===== src/rtl/crypto_seq_ctrl.sv =====
// Job sequencer for the AES accelerator: loads the key from the key buffer, then streams
// the data buffer through the core one 128-bit block at a time into the result buffer.
module crypto_seq_ctrl #(
    parameter int BUS_WIDTH  = 32,
    parameter int BUF_ADDR_W = 10
) (
    input  logic                  clk_i,
    input  logic                  rst_ni,
    input  logic                  start_i,
    input  logic                  abort_i,
    input  logic [15:0]           key_len_i,
    input  logic [15:0]           data_len_i,
    output logic                  busy_o,
    output logic                  done_o,
    output logic                  err_o,
    output logic [15:0]           result_len_o,
    output logic                  key_rd_en_o,
    output logic [BUF_ADDR_W-1:0] key_rd_addr_o,
    input  logic [BUS_WIDTH-1:0]  key_rd_data_i,
    output logic                  dat_rd_en_o,
    output logic [BUF_ADDR_W-1:0] dat_rd_addr_o,
    input  logic [BUS_WIDTH-1:0]  dat_rd_data_i,
    output logic                  res_wr_en_o,
    output logic [BUF_ADDR_W-1:0] res_wr_addr_o,
    output logic [BUS_WIDTH-1:0]  res_wr_data_o,
    output logic [255:0]          aes_key_o,
    output logic [1:0]            aes_key_size_o,
    output logic                  aes_key_load_o,
    output logic                  aes_in_valid_o,
    input  logic                  aes_in_ready_i,
    output logic [127:0]          aes_block_o,
    input  logic                  aes_out_valid_i,
    input  logic [127:0]          aes_out_block_i
);

    localparam int unsigned MAX_BYTES = 4 * (2 ** BUF_ADDR_W);

    typedef enum logic [3:0] {
        IDLE, CHECK, KEY_RD, KEY_LOAD, BLK_RD, ISSUE, WAIT, RES_WR, DONE, ERR
    } state_t;

    state_t        state_q, state_d;
    logic [3:0]    cnt_q, cnt_d;
    logic [15:0]   key_len_q, data_len_q;
    logic [15:0]   blk_q;
    logic [15:0]   result_len_q;
    logic          err_q;
    logic [1:0]    key_size_q;
    logic [255:0]  aes_key_q;
    logic [127:0]  blk_data_q;
    logic [127:0]  res_q;

    logic          start_acc;
    logic          cfg_ok;
    logic          last_blk;
    logic [3:0]    key_words;
    logic [2:0]    key_idx;

    assign start_acc = (state_q == IDLE) && start_i && !abort_i;
    assign key_words = key_len_q[5:2];
    assign key_idx   = 3'(cnt_q - 4'd1);
    assign last_blk  = (blk_q + 16'd1) == {4'b0000, data_len_q[15:4]};
    assign cfg_ok    = (key_len_q == 16'd16 || key_len_q == 16'd24 || key_len_q == 16'd32)
                    && (data_len_q != 16'd0) && (data_len_q[3:0] == 4'd0)
                    && (32'(data_len_q) <= MAX_BYTES);

    always_ff @(posedge clk_i or negedge rst_ni) begin
        if (!rst_ni) begin
            state_q <= IDLE;
            cnt_q   <= '0;
        end else begin
            state_q <= state_d;
            cnt_q   <= cnt_d;
        end
    end

    // NOTE: every variable written here gets a default first, so no path can infer a latch.
    always_comb begin
        state_d = state_q;
        cnt_d   = '0;
        unique case (state_q)
            IDLE:     if (start_i) state_d = CHECK;
            CHECK:    state_d = cfg_ok ? KEY_RD : ERR;
            KEY_RD: begin
                cnt_d = cnt_q + 4'd1;
                if (cnt_q == key_words) state_d = KEY_LOAD;
            end
            KEY_LOAD: state_d = BLK_RD;
            BLK_RD: begin
                cnt_d = cnt_q + 4'd1;
                if (cnt_q == 4'd4) state_d = ISSUE;
            end
            ISSUE:    if (aes_in_ready_i) state_d = WAIT;
            WAIT:     if (aes_out_valid_i) state_d = RES_WR;
            RES_WR: begin
                cnt_d = cnt_q + 4'd1;
                if (cnt_q == 4'd3) state_d = last_blk ? DONE : BLK_RD;
            end
            DONE:     state_d = IDLE;
            ERR:      state_d = IDLE;
            default:  state_d = IDLE;
        endcase
        // Abort wins over every other transition, including a same-cycle start.
        if (abort_i) state_d = IDLE;
        if (state_d != state_q) cnt_d = '0;
    end

    // NOTE: datapath registers are reset too, because the core-facing outputs must read zero in reset.
    always_ff @(posedge clk_i or negedge rst_ni) begin
        if (!rst_ni) begin
            key_len_q    <= '0;
            data_len_q   <= '0;
            blk_q        <= '0;
            result_len_q <= '0;
            err_q        <= 1'b0;
            key_size_q   <= '0;
            aes_key_q    <= '0;
            blk_data_q   <= '0;
            res_q        <= '0;
        end else begin
            if (start_acc) begin
                key_len_q    <= key_len_i;
                data_len_q   <= data_len_i;
                err_q        <= 1'b0;
                result_len_q <= '0;
                blk_q        <= '0;
                aes_key_q    <= '0;
            end
            if (!abort_i) begin
                unique case (state_q)
                    KEY_RD: begin
                        // Read data lags the strobe by one cycle, so word i lands at count i+1.
                        if (cnt_q != 4'd0)
                            aes_key_q[(7 - int'(key_idx)) * BUS_WIDTH +: BUS_WIDTH] <= key_rd_data_i;
                        if (state_d == KEY_LOAD)
                            key_size_q <= (key_len_q == 16'd16) ? 2'd0 :
                                          (key_len_q == 16'd24) ? 2'd1 : 2'd2;
                    end
                    BLK_RD:
                        if (cnt_q != 4'd0) blk_data_q <= {blk_data_q[95:0], dat_rd_data_i};
                    WAIT:
                        if (aes_out_valid_i) res_q <= aes_out_block_i;
                    RES_WR:
                        if (cnt_q == 4'd3) begin
                            result_len_q <= result_len_q + 16'd16;
                            blk_q        <= blk_q + 16'd1;
                        end
                    ERR:     err_q <= 1'b1;
                    default: ;
                endcase
            end
        end
    end

    always_comb begin
        key_rd_en_o    = 1'b0;
        key_rd_addr_o  = '0;
        dat_rd_en_o    = 1'b0;
        dat_rd_addr_o  = '0;
        res_wr_en_o    = 1'b0;
        res_wr_addr_o  = '0;
        res_wr_data_o  = '0;
        aes_key_load_o = 1'b0;
        aes_in_valid_o = 1'b0;
        unique case (state_q)
            KEY_RD:
                if (cnt_q < key_words) begin
                    key_rd_en_o   = 1'b1;
                    key_rd_addr_o = BUF_ADDR_W'(cnt_q);
                end
            KEY_LOAD: aes_key_load_o = 1'b1;
            BLK_RD:
                if (cnt_q < 4'd4) begin
                    dat_rd_en_o   = 1'b1;
                    dat_rd_addr_o = {blk_q[BUF_ADDR_W-3:0], cnt_q[1:0]};
                end
            ISSUE:    aes_in_valid_o = 1'b1;
            RES_WR: begin
                res_wr_en_o   = 1'b1;
                res_wr_addr_o = {blk_q[BUF_ADDR_W-3:0], cnt_q[1:0]};
                res_wr_data_o = res_q[(3 - int'(cnt_q[1:0])) * BUS_WIDTH +: BUS_WIDTH];
            end
            default: ;
        endcase
    end

    assign busy_o         = (state_q != IDLE);
    assign done_o         = (state_q == DONE);
    assign err_o          = err_q;
    assign result_len_o   = result_len_q;
    assign aes_key_o      = aes_key_q;
    assign aes_key_size_o = key_size_q;
    assign aes_block_o    = blk_data_q;

endmodule


===== config.mk =====
export PLATFORM = sky130hd
export DESIGN_NAME = crypto_seq_ctrl
export DESIGN_NICKNAME = d
export VERILOG_FILES = /design/src/rtl/crypto_seq_ctrl.sv
export SDC_FILE = /design/constraint.sdc
export NUM_CORES = 1
export LEC_CHECK = 0
export CORE_AREA = 2 2 270 272
export CTS_BUF_LIST = sky130_fd_sc_hd__clkbuf_16
export DETAILED_ROUTE_END_ITERATION = 10
export DIE_AREA = 0 0 272 274
export SYNTH_ARGS = -nofsm -noshare
export SYNTH_HDL_FRONTEND = slang
export SYNTH_SLANG_ARGS = --single-unit

===== constraint.sdc =====
create_clock -name clk_i -period 6.1 [get_ports clk_i]
set_input_delay 1.22 -clock clk_i [delete_from_list [all_inputs] [get_ports clk_i]]
set_output_delay 1.22 -clock clk_i [all_outputs]
set_load 0.02 [all_outputs]

==> metrics.md, run 1 <==
| Metric | Value |
|---|---|
| Internal Pwr Total | `6.33 mW` |
| CTS buffer count | `67` |
| Final max-slew violation count | `0` |
| DR WL/cell | `approximately 22 µm` |
| GRT Util Overall | `21.6%` |
| Max cap viols | `0` |
| Finish-stage setup viols | `0` |
| Dpl cells | `3696` |
| Overall power | `8.32 mW` |
| TritonRoute pass-1 iters | `5` |
| Synth Area in Compound Gates | `6.55%` |
| Syn_area_per_cell | `11.4 µm²` |
| Yosys cell types | `58` |
| CTS root buffer | `clkbuf_16` |
| Largest family of logic cells by synthesized area | `multiplexers` |
| Final WS setup | `1.22 ns` |
| Fin crit period | `4.88 ns` |
| Hold_ws | `0.479 ns` |
| Setup CP Type | `reg -> out` |
| Static Leak | `15.1 nW` |
| Layout cells sized above 1 | `15.2%` |
| Buffers on Ports | `695` |
| Flop pwr share | `48.2%` |
| Clock skew | `0.0348 ns` |
| CORE AREA | `~0.072 mm²` |
| H-tree depth | `3` |
| Yosys reg bits | `587` |
| Comb pwr share | `6.2%` |
| Gate Count Post-Synth | `2170` |
| Vias | `19300` |
| Top-Level Pins | `702` |
| Initial Utilization | `34.4%` |
| Worst IR Drop VDD | `0.155 mV` |
| Register area | `0.0147 mm²` |
| Final instance area | `0.0346 mm²` |
| DPL Wire Length | `just under 60 mm` |
| Die area | `roughly 0.075 mm²` |
| Wire length of the first global-routing pass | `between 100 and 150 mm` |
| Slew @ Worst Pin | `1.09 ns` |
| Accumulated negative setup slack | `0 ns` |
| Routed WL | `82.6 mm` |
| Max clock buf depth | `3` |
| Post-Place Worst Slack | `1.76 ns` |
| Main synth FF type | `dfrtp_1` |
| Largest cells by area after synthesis | `dfrtp_1 59%, mux2_2 12%, nand2_1 5.3%, o21ai_0 5.1%, nand3_1 4.9%` |
| Post-CTS Setup Inserts | `0` |
| Min-delay worst type | `reg -> reg` |
| Status | `finished clean` |
| Fraction of the mapped netlist area in adder cells | `less than 1%` |
| Vias per cell | `5.05` |
| Vias in the first global route | `between 15000 and 20000` |
| Synth Area in XOR/XNOR | `less than 1%` |
| Final Hold Viols | `0` |
| # rows | `99` |
| RSZ-0062 raised after global routing | `no` |
| Multi-input gate area in the final layout | `0.00935 mm²` |
| Setup crit start kind | `flip-flop` |
| Placed cell areas | `0.0326 mm²` |
| Period utilization | `80.1%` |
| Chip Width | `around 270 µm` |
| Ys Warns | `0` |
| Initial antenna violation count | `5` |
| Initial DRC count | `approximately 1100` |
| Clock latency on the worst-skew pair | `0.61 ns` |
| FMAX | `approximately 200 MHz` |
| Core Util, Final | `between 40% and 50%` |
| Synth cell count leaders | `587 x dfrtp_1, 348 x nand2_1, 260 x mux2_2, 254 x o21ai_0, 241 x nand3_1` |
| Antenna Violating Nets Remaining | `0` |
| Req. time, crit path | `4.88 ns` |
| Switching share of total power | `24.0%` |
| Pin count of the biggest net entering global routing | `164` |
| Worst-path fanout max | `39` |
| Total grt overflow | `0` |
| Rel. slew slack | `between 20% and 30%` |
| Final nets | `3050` |
| Psw | `2.00 mW` |
| Clock sink count | `roughly 590` |
| Area growth from synthesis to final layout | `39.7%` |
| Die H | `274 µm` |
| Critical Path AT | `3.66 ns` |
| Drt drc | `0` |
| CP endpoint kind | `primary output` |
| Synth Area in Simple Gates | `14.4%` |
| Fill count | `6537` |
| Post-synthesis sequential area ratio | `59.3%` |
| Final non-filler cell total | `3818` |
| Gp weighted congestion | `around 0.90` |
| Cell type with the largest total area after synthesis | `dfrtp_1` |
| Clock transition at the registers of the reported paths | `approximately 0.06 ns` |
| CTS tree | `done` |
| Async S/R FF share, synth | `100%` |
| Mux cell area share after synthesis | `between 10% and 20%` |
| Count leader, synth | `dfrtp_1` |
| Netlist Area Pre-Place | `around 0.025 mm²` |
| Power per cell area | `240 mW/mm²` |
| Post-cts sizing count | `0` |
| Hold Buf Count CTS | `0` |
| Synth top area share | `59.3%` |
| Post-synth EDFFs | `0` |
| Clock Power Share | `between 40% and 50%` |
[final cells by class]
class | instances | share of cell area (%)
clock buffers | 69 | 4.99
inverters | 19 | 0.206
diodes | 2 | 0.0145
multi-input cells | 1404 | 27.0
flip-flops and latches | 587 | 42.4
clock inverters | 51 | 0.892
repair buffers | 727 | 21.0
well taps | 959 | 3.47
[worst paths after layout]
| kind | from | end | slack [ns] | cells past startpoint |
|---|---|---|---|---|
| worst min register to register | data_len_q[0] | data_len_q[0] | 0.48 | 2 |
| min in group asynchronous | rst_ni | aes_key_o[52] | 0.58 | 1 |
| worst max-delay path | cnt_q[1] | key_rd_addr_o[2] | 1.22 | 8 |
| worst max register to register | cnt_q[1] | aes_key_o[16] | 2.04 | 10 |
| worst min-delay path | data_len_q[0] | data_len_q[0] | 0.48 | 2 |
| max in group asynchronous | rst_ni | key_len_q[5] | 4.03 | 2 |
[cells in the final DEF (no fill, tap or decap), types with 16 or more instances in the layout]
| master | instances |
|---|---|
| clkdlybuf4s50_1 | 694 |
| clkinv_1 | 20 |
| nand3_1 | 241 |
| mux2_2 | 260 |
| buf_4 | 26 |
| and2_1 | 60 |
| inv_1 | 34 |
| clkbuf_16 | 69 |
| mux4_2 | 32 |
| nor2_1 | 37 |
| dfrtp_1 | 585 |
| o21ai_0 | 254 |
| nand2_1 | 347 |
| nand4_1 | 16 |
[metal layers]
layer	GRT usage (%)	wire length, µm	vias to the layer above
li1	-	-	8806
met3	6.94	6810	145
met1	26.0	32900	9641
met4	9.28	3460	4
met5	0	25	-
met2	35.5	39400	696
[registers in the layout, indices dropped and copies added (netlist names)]
| signal | flops |
|---|---|
| aes_block_o | 128 |
| res_q | 128 |
| blk_q | 16 |
| key_len_q | 16 |
| aes_key_size_o | 2 |
| state_q | 4 |
| cnt_q | 4 |
| aes_key_o | 256 |
| result_len_o | 16 |
| err_o | 1 |
| data_len_q | 16 |
[cell families after synthesis]
kind of cell	count (synthesis)
compound gates	296
other cells	1
fa+ha+maj	14
buf+inv	184
mux	301
xor+xnor	19
simple gates	768
flops	587
[power by group through the flow]
stage / registers (mW) / clock network (mW) / logic, mW
finish: 4.01 / 3.79 / 0.516
global route: 4.02 / 4.06 / 0.569
floorplan: 4.07 / 0 / 0.175
CTS: 4.01 / 3.90 / 0.527
global placement: 4.08 / 0 / 0.516
detailed placement: 4.08 / 0 / 0.525
[critical path, stage by stage, from the launching register on]
cell and delay, ns:
dfrtp_2 0.34, buf_4 0.50, ha_1 0.35, nor2b_1 0.13, o21ai_0 0.15, nand2b_1 0.09, a211oi_2 0.61, and2_1 0.24
clkdlybuf4s50_1 0.61
Power figures use the tool's default switching activity.
==> inputs of run 2 (changes only) <==
==> constraint.sdc (replaced) <==
create_clock -name clk_i -period 4.7 [get_ports clk_i]
set_input_delay 0.94 -clock clk_i [delete_from_list [all_inputs] [get_ports clk_i]]
set_output_delay 0.94 -clock clk_i [all_outputs]
set_load 0.02 [all_outputs]
==> run 2 against run 1 <==
Effect of this change:
- die area did not move
- final area rose by 0.71%
- clock skew fell by 0.0086 ns
- cell count rose by 0.31%
- critical path type unchanged
- critical endpoint is now key_rd_addr_o[3]
- largest cell class unchanged
- largest power group unchanged
==> metrics.md, run 2 (synthesized netlist as in run 1, its figures left out) <==
| Metric | Value |
|---|---|
| Status | `finished clean (unchanged)` |
| Crit path max-delay family | `simple AND/OR/NAND/NOR gates (was buffers and inverters)` |
| Die area | `0.0745 mm² (unchanged)` |
| Clock transition at the registers of the reported paths | `0.06 ns (about the same)` |
| Final max-slew violation count | `0 (unchanged)` |
| Power per cell area | `317 mW/mm² (was 240 mW/mm²)` |
| Req. time, crit path | `3.76 ns (was 4.88 ns)` |
| Worst-path fanout max | `16 (was 39)` |
| Overall power | `11.0 mW (was 8.32 mW)` |
| DR WL/cell | `22.0 µm (was 21.6 µm)` |
| Finish-stage setup viols | `0 (unchanged)` |
| Rel. slew slack | `30.3% (was 27.1%)` |
| Setup crit start kind | `flip-flop (unchanged)` |
| Worst IR Drop VDD | `0.256 mV (was 0.155 mV)` |
| Max clock buf depth | `3 (unchanged)` |
| Most common library cell in the layout ignoring fill and taps | `clkdlybuf4s50_1 (unchanged)` |
| Routed WL | `84.2 mm (was 82.6 mm)` |
| Max FFs per register | `256 (unchanged)` |
| Switching share of total power | `23.6% (was 24.0%)` |
| Final Hold Viols | `0 (unchanged)` |
| Setup CP Type | `reg -> out (unchanged)` |
| Vias per cell | `5.06 (was 5.05)` |
| CTS buffer count | `69 (was 67)` |
| Top-Level Pins | `702 (unchanged)` |
| Clock latency on the worst-skew pair | `0.60 ns (was 0.61 ns)` |
| Chip Width | `272 µm (unchanged)` |
| DPL Wire Length | `60.4 mm (was 58.8 mm)` |
| Gp weighted congestion | `0.871 (was 0.902)` |
| Vias in the first global route | `20200 (was 19600)` |
| CTS root buffer | `clkbuf_16 (unchanged)` |
| Post-CTS Setup Inserts | `0 (unchanged)` |
| Buffers on Ports | `695 (unchanged)` |
| Most frequent cells in the layout | `694 x clkdlybuf4s50_1, 585 x dfrtp_1, 347 x nand2_1 (unchanged)` |
| Clock sink count | `587 (unchanged)` |
| # rows | `99 (unchanged)` |
| Psw | `2.61 mW (was 2.00 mW)` |
| CP endpoint kind | `primary output (unchanged)` |
| CTS tree | `done (unchanged)` |
| Min-delay worst type | `in -> async (was reg -> reg)` |
| Die H | `274 µm (unchanged)` |
| Final nets | `3061 (was 3050)` |
| Flop pwr share | `47.2% (was 48.2%)` |
| H-tree depth | `3 (unchanged)` |
| Fin crit period | `~4.3 ns` |
| Initial DRC count | `1309 (was 1140)` |
| Max cap viols | `0 (unchanged)` |
| Drt drc | `0 (unchanged)` |
| Static Leak | `15.3 nW (was 15.1 nW)` |
| GRT Util Overall | `22.3% (was 21.6%)` |
| Initial Utilization | `34.4% (unchanged)` |
| Pin count of the biggest net entering global routing | `129 (was 164)` |
| Critical Path AT | `3.40 ns (was 3.66 ns)` |
| Total grt overflow | `0 (unchanged)` |
| Slew @ Worst Pin | `1.05 ns (was 1.09 ns)` |
| Hold Buf Count CTS | `0 (unchanged)` |
| Comb pwr share | `6.2% (about the same)` |
| RSZ-0062 raised after global routing | `no (unchanged)` |
| Internal Pwr Total | `8.43 mW (was 6.33 mW)` |
| Worst path depth | `4 (was 8)` |
| Clock skew | `0.0262 ns (was 0.0348 ns)` |
| FMAX | `approximately 230 MHz` |
| Worst path bufs/invs | `1 (was 2)` |
| Area growth from synthesis to final layout | `40.7% (was 39.7%)` |
| Vias | `19400 (was 19300)` |
| Initial antenna violation count | `7 (was 5)` |
| Crit path largest cell delay | `0.71 ns (was 0.61 ns)` |
| Worst path cell trace | `or4b_4, a211oi_2, and2_1, clkdlybuf4s50_1 (was buf_4, ha_1, nor2b_1, o21ai_0, nand2b_1, a211oi_2, and2_1, clkdlybuf4s50_1)` |
| Slowest stage cell, crit path | `a211oi_2 (unchanged)` |
| CORE AREA | `0.0720 mm² (unchanged)` |
| Period utilization | `92.4%` |
| Cells on worst reg2reg path | `7 (was 10)` |
| Wire length of the first global-routing pass | `126 mm (was 123 mm)` |
| Antenna Violating Nets Remaining | `0 (unchanged)` |
| Clock Power Share | `46.6% (was 45.6%)` |
| Accumulated negative setup slack | `0 ns (unchanged)` |
| Layout cells sized above 1 | `15.5% (was 15.2%)` |
| Post-cts sizing count | `0 (unchanged)` |
| TritonRoute pass-1 iters | `5 (unchanged)` |
[run 2: final timing paths]
check                                  start                to  slack (ns)
worst max register to register      cnt_q[0]  result_len_o[15]        1.35
max in group asynchronous             rst_ni     aes_key_o[66]        3.11
min in group clk_i              key_len_q[8]      key_len_q[8]        0.48
worst max-delay path              state_q[1]  key_rd_addr_o[3]        0.36
worst min register to register  key_len_q[8]      key_len_q[8]        0.48
worst min-delay path                  rst_ni    aes_key_o[235]        0.45
[run 2: power by group through the flow]
| stage | combinational, mW | clock [mW] | sequential (mW) |
|---|---|---|---|
| global placement | 0.688 | 0 | 5.30 |
| detailed placement | 0.700 | 0 | 5.30 |
| global route | 0.760 | 5.50 | 5.22 |
| floorplan | 0.227 | 0 | 5.29 |
| CTS | 0.703 | 5.29 | 5.21 |
| finish | 0.689 | 5.15 | 5.21 |
[run 2: routing by layer]
layer,GRT usage (%),wire (µm),vias up
met5,0,65,-
met4,11.8,4510,10
met3,7.09,6800,189
met2,36.0,39800,722
met1,26.5,33100,9640
li1,-,-,8832
[run 2: through the flow]
stage                     worst slack [ns]  util [%]  hold slack, ns  cells  area [µm²]
after global routing                 0.226      48.5           0.508   3830       34900
after CTS                            0.339      48.5           0.481   3828       34900
after global placement                1.07      45.5           0.464   3705       32700
after detailed placement              1.00      45.5           0.469   3705       32700
after floorplan                       1.57         -           0.446   2175       24800
final                                0.356      48.5           0.447   3830       34900
[run 2: cell type report]
class | instances | area (µm²)
diodes | 2 | 5.00
multi-input cells | 1404 | 9350
clock inverters | 51 | 349
clock buffers | 72 | 1800
flip-flops and latches | 587 | 14700
well taps | 959 | 1200
inverters | 19 | 71.3
repair buffers | 736 | 7410
fillers | 6490 | 37100
==> inputs of run 3 (changes only) <==
--- a/config.mk
+++ b/config.mk
@@ -5,10 +5,12 @@
 export SDC_FILE = /design/constraint.sdc
 export NUM_CORES = 1
 export LEC_CHECK = 0
+export ABC_CLOCK_PERIOD_IN_PS = 4700
 export CORE_AREA = 2 2 270 272
-export CTS_BUF_LIST = sky130_fd_sc_hd__clkbuf_16
+export CTS_BUF_LIST = sky130_fd_sc_hd__clkbuf_4 sky130_fd_sc_hd__clkbuf_8 sky130_fd_sc_hd__clkbuf_16
 export DETAILED_ROUTE_END_ITERATION = 10
 export DIE_AREA = 0 0 272 274
+export SKIP_LAST_GASP = 1
 export SYNTH_ARGS = -nofsm -noshare
 export SYNTH_HDL_FRONTEND = slang
 export SYNTH_SLANG_ARGS = --single-unit
==> run 3 against run 2 <==
Effect of this change:
- first-iteration DRC count grew 0.23%
- fmax grew 0.20%
- cell count is essentially flat
- register-to-register slack is essentially flat
- flip-flop and latch count unchanged
- clock-buffer cell count increased by 35
- non-clock buffer count is the same
- highest routed layer unchanged
==> metrics.md, run 3 (synthesized netlist as in run 1, its figures left out) <==
| Metric | Value |
|---|---|
| Status | `finished clean (unchanged)` |
| Gp weighted congestion | `0.871 (unchanged)` |
| Clock Power Share | `48.6% (was 46.6%)` |
| Slew @ Worst Pin | `1.06 ns (was 1.05 ns)` |
| Post-Place Worst Slack | `1.00 ns (unchanged)` |
| Area growth from synthesis to final layout | `41.7% (was 40.7%)` |
| Comb pwr share | `6.0% (was 6.2%)` |
| CTS root buffer | `clkbuf_16 (unchanged)` |
| DR WL/cell | `22.0 µm (about the same)` |
| Setup crit start kind | `flip-flop (unchanged)` |
| GRT Util Overall | `22.3% (about the same)` |
| Final nets | `3061 (unchanged)` |
| Final WS setup | `0.365 ns (was 0.356 ns)` |
| Die area | `0.0745 mm² (unchanged)` |
| Clock transition at the registers of the reported paths | `0.06 ns (about the same)` |
| CP endpoint kind | `primary output (unchanged)` |
| Clock latency on the worst-skew pair | `0.60 ns (about the same)` |
| FMAX | `231 MHz (was 230 MHz)` |
| Period utilization | `92.2% (was 92.4%)` |
| Wire length of the first global-routing pass | `126 mm (about the same)` |
| Max FFs per register | `256 (unchanged)` |
| TritonRoute pass-1 iters | `5 (unchanged)` |
| Top-Level Pins | `702 (unchanged)` |
| # rows | `99 (unchanged)` |
| Vias in the first global route | `20200 (about the same)` |
| Die H | `274 µm (unchanged)` |
| Critical Path AT | `3.40 ns (about the same)` |
| Switching share of total power | `22.9% (was 23.6%)` |
| Max cap viols | `0 (unchanged)` |
| RSZ-0062 raised after global routing | `no (unchanged)` |
| Flop pwr share | `45.4% (was 47.2%)` |
| Rel. slew slack | `29.6% (was 30.3%)` |
| Min-delay worst type | `in -> async (unchanged)` |
| Static Leak | `15.4 nW (was 15.3 nW)` |
| Initial Utilization | `34.4% (unchanged)` |
| Clock sink count | `587 (unchanged)` |
| Internal Pwr Total | `8.85 mW (was 8.43 mW)` |
| Most common library cell in the layout ignoring fill and taps | `clkdlybuf4s50_1 (unchanged)` |
| Power per cell area | `327 mW/mm² (was 317 mW/mm²)` |
| Total grt overflow | `0 (unchanged)` |
| Max clock buf depth | `3 (unchanged)` |
| Finish-stage setup viols | `0 (unchanged)` |
| Most frequent cells in the layout | `694 x clkdlybuf4s50_1, 585 x dfrtp_1, 347 x nand2_1 (unchanged)` |
| Psw | `2.62 mW (was 2.61 mW)` |
| Routed WL | `84.2 mm (about the same)` |
| Fill count | `6470 (was 6490)` |
| Layout cells sized above 1 | `16.8% (was 15.5%)` |
| Req. time, crit path | `3.76 ns (about the same)` |
| Chip Width | `272 µm (unchanged)` |
| Vias | `19400 (about the same)` |
| Fin crit period | `4.34 ns (about the same)` |
| Buffers on Ports | `695 (unchanged)` |
| Pin count of the biggest net entering global routing | `129 (unchanged)` |
| Final max-slew violation count | `0 (unchanged)` |
| Final Hold Viols | `0 (unchanged)` |
| CORE AREA | `0.0720 mm² (unchanged)` |
| Accumulated negative setup slack | `0 ns (unchanged)` |
| Hold Buf Count CTS | `0 (unchanged)` |
| Worst IR Drop VDD | `0.249 mV (was 0.256 mV)` |
| Post-CTS Setup Inserts | `0 (unchanged)` |
| H-tree depth | `3 (unchanged)` |
| Clock skew | `0.0273 ns (was 0.0262 ns)` |
| Drt drc | `0 (unchanged)` |
| Worst-path fanout max | `16 (unchanged)` |
| Vias per cell | `5.07 (was 5.06)` |
| Initial antenna violation count | `7 (unchanged)` |
| Setup CP Type | `reg -> out (unchanged)` |
| CTS buffer count | `69 (unchanged)` |
| Antenna Violating Nets Remaining | `0 (unchanged)` |
| Initial DRC count | `1312 (was 1309)` |
| DPL Wire Length | `60.4 mm (unchanged)` |
| Post-cts sizing count | `0 (unchanged)` |
| CTS tree | `done (unchanged)` |
-- run 3: cell types whose count changed in the layout (fill, tap and decap cells not counted), sizes merged --
cell / before / now
clkbuf: 72 / 107
inv: 41 / 22
clkinv: 25 / 9
diode: 2 / 3
-- run 3: critical path: stages (launching register included) --
cell and delay [ns]:
dfrtp_1 0.65, or4b_4 0.59, a211oi_2 0.71, and2_1 0.25
clkdlybuf4s50_1 0.61
-- run 3: metrics by stage --
stage / hold slack, ns / util [%] / cells / instance area, µm² / power [mW]
2_1_floorplan: 0.446 / - / 2175 / 24800 / 5.51
3_3_place_gp: 0.464 / 45.5 / 3705 / 32700 / 5.98
3_5_place_dp: 0.469 / 45.5 / 3705 / 32700 / 6.00
4_1_cts: 0.477 / 48.8 / 3828 / 35100 / 11.6
5_1_grt: 0.502 / 48.8 / 3830 / 35100 / 11.9
6_report: 0.432 / 48.8 / 3831 / 35100 / 11.5
-- run 3: power by group through the flow --
stage	Combinational [mW]	Sequential, mW	Clock, mW
final	0.689	5.21	5.57
after detailed placement	0.700	5.30	0
after global routing	0.760	5.22	5.93
after global placement	0.688	5.30	0
after CTS	0.703	5.21	5.71
after floorplan	0.227	5.29	0
-- run 3: routing by layer --
metal / vias to the layer above / GRT usage (%) / wire length (µm)
li1: 8834 / - / -
met1: 9626 / 26.6 / 32600
met2: 775 / 36.0 / 39800
met3: 190 / 7.26 / 7220
met4: 10 / 11.7 / 4530
met5: - / 0 / 65
-- run 3: layout make-up --
type / instances / area (µm²) / share of cell area, %
flip-flops and latches: 587 / 14700 / 41.8
multi-input cells: 1404 / 9350 / 26.6
repair buffers: 736 / 7410 / 21.1
clock buffers: 107 / 2160 / 6.17
well taps: 959 / 1200 / 3.42
clock inverters: 16 / 218 / 0.620
inverters: 19 / 71.3 / 0.203
diodes: 3 / 7.51 / 0.0214
-- run 3: path summary, 6_finish.rpt --
check | from | to | slack, ns | depth (start not counted)
worst max-delay path | state_q[1] | key_rd_addr_o[3] | 0.36 | 4
worst min-delay path | rst_ni | aes_key_o[10] | 0.43 | 1
worst max register to register | cnt_q[0] | aes_key_o[135] | 1.36 | 11
worst min register to register | key_len_q[8] | key_len_q[8] | 0.48 | 2
max in group asynchronous | rst_ni | aes_key_o[66] | 3.11 | 2
min in group clk_i | key_len_q[8] | key_len_q[8] | 0.48 | 2
